$ cat src/rtl/lampFPU_pkg.sv
// Shared definitions for the LAMP FPU square-root datapath: default mantissa
// width, the iterative core state encoding and the 1.5 constant generator.
package lampFPU_pkg;

    localparam int LAMP_FLOAT_F_DW = 7;

    typedef enum logic {
        IDLE    = 1'b0,
        COMPUTE = 1'b1
    } sqrtState_t;

    // 1.5 in Q1.(w-1): the two MSBs set, the rest zero. Valid for 2 <= w <= 32.
    function automatic logic [31:0] sqrt_three_halves(input int unsigned w);
        return 32'd3 << (w - 2);
    endfunction

endpackage

$ cat src/rtl/sqrt_nr_step.sv
// One combinational Goldschmidt iteration on Q1.(WI-1) operands:
//   b'  = trunc(b*y*y), y' = 1.5 - b'/2, res' = trunc(res*y').
// The full res*y' product is exported so the final iteration can keep more
// result bits than the WI-bit working width.
module sqrt_nr_step
    import lampFPU_pkg::*;
#(
    parameter int WI = 9
) (
    input  logic [WI-1:0]   b,
    input  logic [WI-1:0]   y,
    input  logic [WI-1:0]   res,
    output logic [WI-1:0]   b_nxt,
    output logic [WI-1:0]   y_nxt,
    output logic [WI-1:0]   res_nxt,
    output logic [2*WI-1:0] p_full
);

    localparam logic [WI-1:0] THREE_HALVES = WI'(sqrt_three_halves(WI));

    logic [3*WI-1:0] byy;

    // b*y*y is formed at full precision and truncated once; the integer bits
    // above the single kept one are zero for in-range operands.
    assign byy     = (3*WI)'(b) * (3*WI)'(y) * (3*WI)'(y);
    assign b_nxt   = WI'(byy >> (2*(WI-1)));
    assign y_nxt   = THREE_HALVES - (b_nxt >> 1);
    assign p_full  = (2*WI)'(res) * (2*WI)'(y_nxt);
    assign res_nxt = WI'(p_full >> (WI-1));

endmodule

$ cat src/rtl/core_sqrt_nr.sv
// Iterative square-root / inverse-square-root mantissa core.
// Takes a pre-shifted Q1.(F_DW+1) mantissa in [0.5, 2) and returns a
// Q1.(2*F_DW+1) result after ITER Goldschmidt iterations. The result is held
// until the next completion; valid_o pulses for one cycle.
// Optional build macro: LAMP_SQRT_EARLY_EXIT_EN ends the computation as soon
// as the correction factor y' reaches exactly 1.0.
//
//   state   | meaning
//   --------+-----------------------------------------------------------
//   IDLE    | ready_o=1, waits for doSqrt_i / doInvSqrt_i
//   COMPUTE | one iteration per cycle, ends on last iteration or flush_i
module core_sqrt_nr
    import lampFPU_pkg::*;
#(
    parameter int F_DW  = LAMP_FLOAT_F_DW,
    parameter int ITER  = 5,
    parameter int GUARD = 0
) (
    input  logic                  clk,
    input  logic                  rst,
    input  logic                  doSqrt_i,
    input  logic                  doInvSqrt_i,
    input  logic                  flush_i,
    input  logic [F_DW+1:0]       f_i,
    output logic                  ready_o,
    output logic                  valid_o,
    output logic                  isSqrt_o,
    output logic [2*(F_DW+1)-1:0] result_o
);

    localparam int WI = F_DW + 2 + GUARD;
    localparam int RW = 2 * (F_DW + 1);

    localparam logic [WI-1:0] THREE_HALVES = WI'(sqrt_three_halves(WI));
    localparam logic [3:0]    CNT_LAST     = 4'(ITER - 1);

    sqrtState_t      state;
    logic [WI-1:0]   b_q;
    logic [WI-1:0]   y_q;
    logic [WI-1:0]   res_q;
    logic [3:0]      cnt_q;
    logic            op_sqrt_q;

    logic [WI-1:0]   b_ld;
    logic [WI-1:0]   y_ld;
    logic [2*WI-1:0] p_ld;
    logic [WI-1:0]   res_sqrt_ld;

    logic [WI-1:0]   b_nxt;
    logic [WI-1:0]   y_nxt;
    logic [WI-1:0]   res_nxt;
    logic [2*WI-1:0] p_full;
    logic [RW-1:0]   result_nxt;
    logic            last_iter;
    logic            req;

    // Seed values for an accepted request: b is f_i with GUARD zero LSBs,
    // y0 = 1.5 - b/2, and the sqrt path starts from b*y0 rather than y0.
    assign b_ld        = WI'(f_i) << GUARD;
    assign y_ld        = THREE_HALVES - (b_ld >> 1);
    assign p_ld        = (2*WI)'(b_ld) * (2*WI)'(y_ld);
    assign res_sqrt_ld = WI'(p_ld >> (WI-1));

    assign req = doSqrt_i | doInvSqrt_i;

    sqrt_nr_step #(
        .WI (WI)
    ) u_step (
        .b       (b_q),
        .y       (y_q),
        .res     (res_q),
        .b_nxt   (b_nxt),
        .y_nxt   (y_nxt),
        .res_nxt (res_nxt),
        .p_full  (p_full)
    );

    // Result keeps one integer bit and 2*F_DW+1 fraction bits of res*y'.
    assign result_nxt = RW'(p_full >> (2*WI-1-RW));

`ifdef LAMP_SQRT_EARLY_EXIT_EN
    localparam logic [WI-1:0] ONE = WI'(1) << (WI-1);
    assign last_iter = (cnt_q == CNT_LAST) || (y_nxt == ONE);
`else
    assign last_iter = (cnt_q == CNT_LAST);
`endif

    // Control FSM, iteration registers and held output registers.
    always_ff @(posedge clk or posedge rst) begin
        if (rst) begin
            state     <= IDLE;
            ready_o   <= 1'b1;
            valid_o   <= 1'b0;
            isSqrt_o  <= 1'b0;
            result_o  <= '0;
            b_q       <= '0;
            y_q       <= '0;
            res_q     <= '0;
            cnt_q     <= '0;
            op_sqrt_q <= 1'b0;
        end else begin
            valid_o <= 1'b0;
            case (state)
                IDLE: begin
                    // flush_i blocks acceptance in the same cycle
                    if (req && !flush_i) begin
                        b_q       <= b_ld;
                        y_q       <= y_ld;
                        res_q     <= doSqrt_i ? res_sqrt_ld : y_ld;
                        op_sqrt_q <= doSqrt_i;
                        cnt_q     <= '0;
                        state     <= COMPUTE;
                        ready_o   <= 1'b0;
                    end
                end
                COMPUTE: begin
                    if (flush_i) begin
                        state   <= IDLE;
                        ready_o <= 1'b1;
                    end else begin
                        b_q   <= b_nxt;
                        y_q   <= y_nxt;
                        res_q <= res_nxt;
                        cnt_q <= cnt_q + 4'd1;
                        if (last_iter) begin
                            result_o <= result_nxt;
                            isSqrt_o <= op_sqrt_q;
                            valid_o  <= 1'b1;
                            state    <= IDLE;
                            ready_o  <= 1'b1;
                        end
                    end
                end
                default: begin
                    state   <= IDLE;
                    ready_o <= 1'b1;
                end
            endcase
        end
    end

endmodule

$ cat config.mk
export PLATFORM = sky130hd
export DESIGN_NAME = core_sqrt_nr
export DESIGN_NICKNAME = d
export VERILOG_FILES = /design/src/rtl/lampFPU_pkg.sv /design/src/rtl/sqrt_nr_step.sv /design/src/rtl/core_sqrt_nr.sv
export SDC_FILE = /design/constraint.sdc
export NUM_CORES = 1
export LEC_CHECK = 0
export CORE_ASPECT_RATIO = 1.1
export CORE_MARGIN = 2
export CORE_UTILIZATION = 50
export DETAILED_ROUTE_END_ITERATION = 10
export MAX_ROUTING_LAYER = met4
export PLACE_DENSITY = 0.75
export SYNTH_ARGS = -nofsm -noshare
export SYNTH_HDL_FRONTEND = slang
export SYNTH_HIERARCHICAL = 1
export SYNTH_SLANG_ARGS = --single-unit
$ cat constraint.sdc
create_clock -name clk -period 39.9 [get_ports clk]
set_input_delay 7.98 -clock clk [delete_from_list [all_inputs] [get_ports clk]]
set_output_delay 7.98 -clock clk [all_outputs]
set_load 0.02 [all_outputs]
-- Word-level counts from Yosys, hierarchy flattened
Index checks and enable logic that the tools add are counted.
Widths: inputs -> output; s select.
- flip-flop bits (word level): 52
- output and inout bits: 19
- word-level logic and storage cells: 54
- add/sub/neg operators: 3
- multiply operators: 4
- eq/ne operators: 4
- muxes and demuxes: 24
- bitwise operators: 3
- reduce and logical (&&, ||, !) cells: 6
- operators by type and width (cell ; number):
    $mux 9 ; 7
    $pmux 9 s2 ; 3
    $mul 9x9->17 ; 2
    $mul 18x9->25 ; 1
    $mul 9x9->18 ; 1
    $sub 9x8->9 const A ; 2
    $mux 1 ; 9
    $mux 4 ; 2
    $pmux 4 s2 ; 1
    $reduce_and 2->1 ; 3
    $add 4x1->4 const B ; 1
    $eq 4x3->1 const B ; 1
    $ne 2x2->1 const B ; 2
    $pmux 1 s2 ; 2
    $ne 3x2->1 const B ; 1
    $reduce_and 3->1 ; 1
    $not 1->1 ; 2
    $logic_and 1x1->1 ; 1
    $logic_not 1->1 ; 1
    $or 1x1->1 ; 1

-- Depth between registers and ports, before layout
Gate-level depths: netlist of the first run.
- depth in word-level cells: 6
- depth in mapped cells: 64

-- Hierarchy
The synthesis of the first run kept the hierarchy.
- modules (own cells, without submodules) (module ; instances ; cells each ; area an instance (sq um) ; sequential area each (sq um)):
    sqrt_nr_step ; 1 ; 1196 ; 10112.2 ; 0.0
    core_sqrt_nr ; 1 ; 544 ; 5027.3 ; 1302.5

-- Least setup slack after synthesis of the first run
No wires, ideal clock.
- path kind: reg-to-reg
- start point: register y_q[2]
- end point: register res_q[7]
- setup time: 0.066 ns
- data arrival time: 13.753 ns
- setup slack: 26.081 ns
- stages on the path, launching flop included: 60
- buffers on the path: 4
- clock period less this slack: 13.819 ns
- cells stage by stage: dfrtp_1 > clkbuf_1 > clkbuf_1 > nand2_1 > fa_1 > inv_1 > fa_1 > fa_1 > inv_1 > fa_1 > inv_1 > ha_1 > o21ai_0 > o21ai_0 > a31oi_1 > nor2b_1 > o21ai_0 > a211oi_1 > (+24 left out) > fa_1 > inv_1 > ha_1 > a21o_1 > a21oi_1 > o21ai_0 > a21o_1 > a21oi_1 > o211ai_1 > nand2_1 > xnor2_1 > buf_4 > inv_1 > a221oi_1 > a21oi_1 > a2111o_1 > o41ai_1 > a221o_1
- word-level cells in the longest chain between the ends: 6
- ends and longest elaborated chain (element ; line ; RTL):
    from (decl) ; core_sqrt_nr.sv:39 ; logic [WI-1:0] y_q;
    from (signal assigned) ; core_sqrt_nr.sv:108 ; y_q <= y_ld;
    from (signal assigned) ; core_sqrt_nr.sv:122 ; y_q <= y_nxt;
    $mul 9x9->18 ; sqrt_nr_step.sv:25 ; assign byy = (3*WI)'(b) * (3*WI)'(y) * (3*WI)'(y);
    $mul 18x9->25 * ; sqrt_nr_step.sv:25 ;
    via b_nxt[1] ; core_sqrt_nr.sv:49 ; logic [WI-1:0] b_nxt;
    $sub 9x8->9 * ; sqrt_nr_step.sv:27 ; assign y_nxt = THREE_HALVES - (b_nxt >> 1);
    via y_nxt[2] ; core_sqrt_nr.sv:50 ; logic [WI-1:0] y_nxt;
    $mul 9x9->17 * ; sqrt_nr_step.sv:28 ; assign p_full = (2*WI)'(res) * (2*WI)'(y_nxt);
    via p_full[15] ; core_sqrt_nr.sv:52 ; logic [2*WI-1:0] p_full;
    $mux 9 * ; core_sqrt_nr.sv:117 ; if (flush_i) begin
    $pmux 9 s2 * ; core_sqrt_nr.sv:103 ; case (state)
    to (signal assigned) ; core_sqrt_nr.sv:109 ; res_q <= doSqrt_i ? res_sqrt_ld : y_ld;
    to (signal assigned) ; core_sqrt_nr.sv:123 ; res_q <= res_nxt;
    to (decl) ; core_sqrt_nr.sv:40 ; logic [WI-1:0] res_q;
The timed path passes the listed nets; every way through them passes the cells marked *. The select of a mux whose other input is x is not followed.
A chain may end at the register's enable or synchronous reset.

-- Final worst setup path of the first run
- start point: register y_q[6]
- end point: register res_q[7]
The elaborated chain is that of the path after synthesis.

==> results of run 1 <==
cell type report:
class	instances	area, µm²	area share [%]
clock buffer	5	125.1	0.7899
clock inverter	3	21.27	0.1343
inverter	377	1415	8.934
multi-input combinational	1241	12080	76.23
sequential	52	1303	8.223
tap	374	467.9	2.954
timing repair buffer	47	432.9	2.733
through the flow:
stage	cells	hold slack, ns	instance area [µm²]	utilization, %	worst slack, ns
6_report	2099	0.4642	15840	53.43	24.69
4_1_cts	2099	0.4663	15840	53.43	24.81
2_1_floorplan	1735	0.4441	15100	-	26.12
5_1_grt	2099	0.4980	15840	53.43	23.58
3_3_place_gp	2091	0.4475	15690	52.94	25.21
3_5_place_dp	2091	0.4471	15690	52.94	24.88
flip-flops by register name (all words and copies together) (netlist names):
name and flops:
b_q 9, cnt_q 4, isSqrt_o 1, op_sqrt_q 1, ready_o 1, res_q 9
result_o 16, state 1, valid_o 1, y_q 9
final timing paths:
check / to / cells past startpoint
worst max-delay path: res_q[7] / 57
worst min-delay path: ready_o / 2
worst max register to register: res_q[7] / 57
worst min register to register: ready_o / 2
max in group asynchronous: result_o[15] / 3
min in group asynchronous: result_o[5] / 3
worst reg2reg max path, delay by kind of cell (launching register included):
| kind | cells | cell delay, ns |
|---|---|---|
| buf+inv | 13 | 1.12 |
| fa+ha+maj | 16 | 7.04 |
| flops | 1 | 0.55 |
| xor+xnor | 3 | 0.92 |
| compound gates | 20 | 4.83 |
| simple gates | 5 | 0.72 |
routing by layer:
| layer | wire, µm | vias up | global-route usage, % |
|---|---|---|---|
| li1 | - | 5289 | - |
| met1 | 14080 | 5686 | 28.89 |
| met2 | 17800 | 314 | 43.27 |
| met3 | 1390 | 67 | 2.222 |
| met4 | 845 | 0 | 6.667 |
| met5 | 0 | - | - |
==> flow_summary.json, run 1 <==
{
  "outcome": "completed",
  "finalHoldViolations": 0,
  "clk_path_buf_depth": 2,
  "hold_buffers": 0,
  "setup_tns_ns": 0,
  "syn_area_per_cell_um2": 8.704,
  "fmax_ghz": 0.06573,
  "ioPinCount": 33,
  "coreArea_mm2": 0.02965,
  "slew_viol_final": 0,
  "clkLatencyLatePin_ns": 0.31,
  "skew_ns": 0.006399,
  "worstPathArrival_ns": 15.47,
  "gp_congestion": 0.8593,
  "slew_headroom_pct": 16.44,
  "antenna_found_initial": 0,
  "dp_hpwl_um": 27370,
  "end_kind": "flop",
  "cts.sinks": 52,
  "antenna_left": 0,
  "grt_first_pass_wirelength_um": 59380,
  "firstDrtPassIters": 7,
  "n_antenna_cell": 0,
  "max_slew.worst_pin.slew_ns": 1.246,
  "grt_setup_unrepaired": "false",
  "cts_tree": "built",
  "rr_startpoint": "y_q[6]",
  "root_buffer": "clkbuf_16",
  "drive_above_1_share_pct": 4.116,
  "clk_pin_slew_worst_paths_ns": 0.08,
  "dieWidth_um": 169.7,
  "drtIter0Drc": 711,
  "vias": 11360,
  "cts_made_buffers": 5,
  "cts_resized": 0,
  "grt_max_degree": 53,
  "finalWirelength_um": 34120,
  "postCtsSetupRepairBufs": 0,
  "r2r_setup_slack_ns": 24.69,
  "cp-startpoint": "y_q[6]",
  "hp-class": "reg -> reg",
  "grt_pass1_vias": 12370,
  "portBuffers": 32,
  "fin_crit_ns": 15.21,
  "yosys_warnings": 6,
  "syn_inst": 1735,
  "syn_nets": 2164,
  "final_common_cell": "inv_1",
  "crit_path_max_fanout": 18,
  "initial_core_util_pct": 50.94,
  "critical-path-max-stage-delay_ns": 0.98,
  "placementRows": 66,
  "cp_num_buf_inv": 13,
  "vias_per_cell": 5.410,
  "maxCapViolations": 0,
  "path_delay_family": "adder cells",
  "drc": 0,
  "min_from": "ready_o",
  "cp.required_ns": 40.15,
  "fill_cells": 2687,
  "wl_per_cell_um": 16.25,
  "setup_viol": 0,
  "min_period_over_period_pct": 38.13,
  "start_kind": "flop",
  "die_y_um": 186.3,
  "grt.total_usage_pct": 24.00,
  "path_class": "reg -> reg",
  "dieArea_mm2": 0.03161,
  "h-tree-depth": 2,
  "gr-total-overflow": 0,
  "worst_path_max_delay_cell": "a211oi_1",
  "area_growth_pct": 4.888,
  "nets": 2153,
  "syn_area_mm2": 0.01510,
  "final_cell_mix": "375 x inv_1, 258 x fa_1, 193 x nand2_1"
}
Power of run 1 is left out: the tool's default activity adds up to more than one toggle a clock period on the data nets, which glitch-free logic cannot reach.
==> run 2: changes to the inputs <==
--- a/config.mk
+++ b/config.mk
@@ -10,7 +10,7 @@
 export CORE_UTILIZATION = 50
 export DETAILED_ROUTE_END_ITERATION = 10
 export MAX_ROUTING_LAYER = met4
-export PLACE_DENSITY = 0.75
+export PLACE_DENSITY = 0.78
 export SYNTH_ARGS = -nofsm -noshare
 export SYNTH_HDL_FRONTEND = slang
 export SYNTH_HIERARCHICAL = 1
==> constraint.sdc (replaced) <==
create_clock -name clk -period 13.9 [get_ports clk]
set_input_delay 2.78 -clock clk [delete_from_list [all_inputs] [get_ports clk]]
set_output_delay 2.78 -clock clk [all_outputs]
set_load 0.02 [all_outputs]
==> flow_summary.json, run 2 (synthesized netlist as in run 1, its figures left out) <==
{
  "dieWidth_um": 169.7,
  "cts.sinks": 52,
  "largest-register": "result_o",
  "final_common_cell": "inv_1",
  "maxCapViolations": 0,
  "cp.required_ns": 14.15,
  "vias": 11660,
  "initial_core_util_pct": 50.94,
  "gr-total-overflow": 0,
  "die_y_um": 186.3,
  "clkLatencyLatePin_ns": 0.32,
  "gp_congestion": 0.8633,
  "cp_num_buf_inv": 11,
  "place_area_mm2": 0.01587,
  "max_slew.worst_pin.slew_ns": 0.9034,
  "vias_per_cell": 5.445,
  "n_antenna_cell": 0,
  "cpMostUsedCell": "fa_1",
  "slew_viol_final": 0,
  "critical-path-max-stage-delay_ns": 0.57,
  "fmax_ghz": 0.07405,
  "finalWirelength_um": 35020,
  "grt_pass1_vias": 12500,
  "drtIter0Drc": 716,
  "largest_reg_flops": 16,
  "final_cell_mix": "375 x inv_1, 257 x fa_1, 193 x nand2_1",
  "nets": 2196,
  "placementRows": 66,
  "cts_tree": "built",
  "postLayoutCellArea_mm2": 0.01657,
  "clk_pin_slew_worst_paths_ns": 0.07,
  "end_kind": "flop",
  "dp_hpwl_um": 27730,
  "root_buffer": "clkbuf_16",
  "worst_path_max_delay_cell": "fa_1",
  "start_kind": "flop",
  "path_class": "reg -> reg",
  "area_growth_pct": 9.718,
  "portBuffers": 32,
  "outcome": "completed",
  "antenna_found_initial": 0,
  "wl_per_cell_um": 16.35,
  "setup_viol": 0,
  "cts_made_buffers": 5,
  "layout_setup_ws_ns": 0.3949,
  "grt_first_pass_wirelength_um": 58900,
  "place_ws_ns": -0.1011,
  "min_period_over_period_pct": 97.16,
  "hp-class": "reg -> reg",
  "firstDrtPassIters": 5,
  "drc": 0,
  "ioPinCount": 33,
  "finalHoldViolations": 0,
  "dieArea_mm2": 0.03161,
  "clk_path_buf_depth": 2,
  "hold_buffers": 0,
  "h-tree-depth": 2,
  "grt_max_degree": 53,
  "slew_headroom_pct": 39.12,
  "skew_ns": 0.01144,
  "drive_above_1_share_pct": 10.01,
  "fin_crit_ns": 13.51,
  "antenna_left": 0,
  "coreArea_mm2": 0.02965,
  "fill_cells": 2581,
  "path_delay_family": "adder cells",
  "grt.total_usage_pct": 23.89,
  "worstPathArrival_ns": 13.75,
  "crit_path_max_fanout": 21
}
-- run 2: cell count changes in the layout (fill, tap and decap cells not counted), sizes merged --
cell and delta:
clkinv -1, inv +1, clkdlybuf4s15 +1, clkbuf +3, clkinvlp -1, buf +40
-- run 2: worst reg2reg max path, delay by kind of cell, from the launching register on --
family / cells / cell delay [ns]
AOI/OAI and AO/OA: 15 / 3.25
muxes: 1 / 0.32
adders and majority gates: 15 / 6.85
and+or+nand+nor: 8 / 1.42
buffers and inverters: 11 / 0.88
xor gates and xnor gates: 2 / 0.24
DFF: 1 / 0.46
-- run 2: what timing repair did --
action | 4_1_cts | 5_1_grt
gates resized for setup | 8 | 76
pin swaps | 0 | 25
endpoints found under the setup margin | 2 | 13
setup buffers | 0 | 19
cloned | 0 | 1
-- run 2: final cells by class --
type                       instances  area [µm²]  area share, %
clock buffer                       6       138.9         0.8382
sequential                        52        1318          7.951
inverter                         377        1415          8.540
clock inverter                     2       17.52         0.1057
timing repair buffer              90       774.5          4.674
multi-input combinational       1241       12440          75.07
tap                              374       467.9          2.824
-- run 2: final timing paths --
| check | slack [ns] | from | to | cells after the start |
|---|---|---|---|---|
| worst max-delay path | 0.39 | y_q[3] | res_q[7] | 52 |
| worst min-delay path | 0.47 | ready_o | ready_o | 2 |
| worst max register to register | 0.39 | y_q[3] | res_q[7] | 52 |
| worst min register to register | 0.47 | ready_o | ready_o | 2 |
| max in group asynchronous | 10.38 | rst | y_q[3] | 3 |
| min in group asynchronous | 2.94 | rst | result_o[2] | 3 |
-- run 2: metal layers --
metal / GRT usage [%] / wire, µm / vias to the layer above
li1: - / - / 5384
met1: 27.16 / 13830 / 5888
met2: 43.64 / 18410 / 320
met3: 2.391 / 1442 / 71
met4: 9.162 / 1342 / 0
met5: - / 0 / -
-- run 2: stage by stage --
stage	hold slack [ns]	TNS, ns	utilization, %	std cells
2_1_floorplan	0.4441	0	-	1735
3_5_place_dp	0.4549	-0.1932	53.52	2114
6_report	0.4675	0	55.89	2142
3_3_place_gp	0.4452	0	53.52	2114
5_1_grt	0.4802	-0.3408	55.89	2142
4_1_cts	0.4659	0	54.14	2122
Power of run 2 is left out for the same reason.
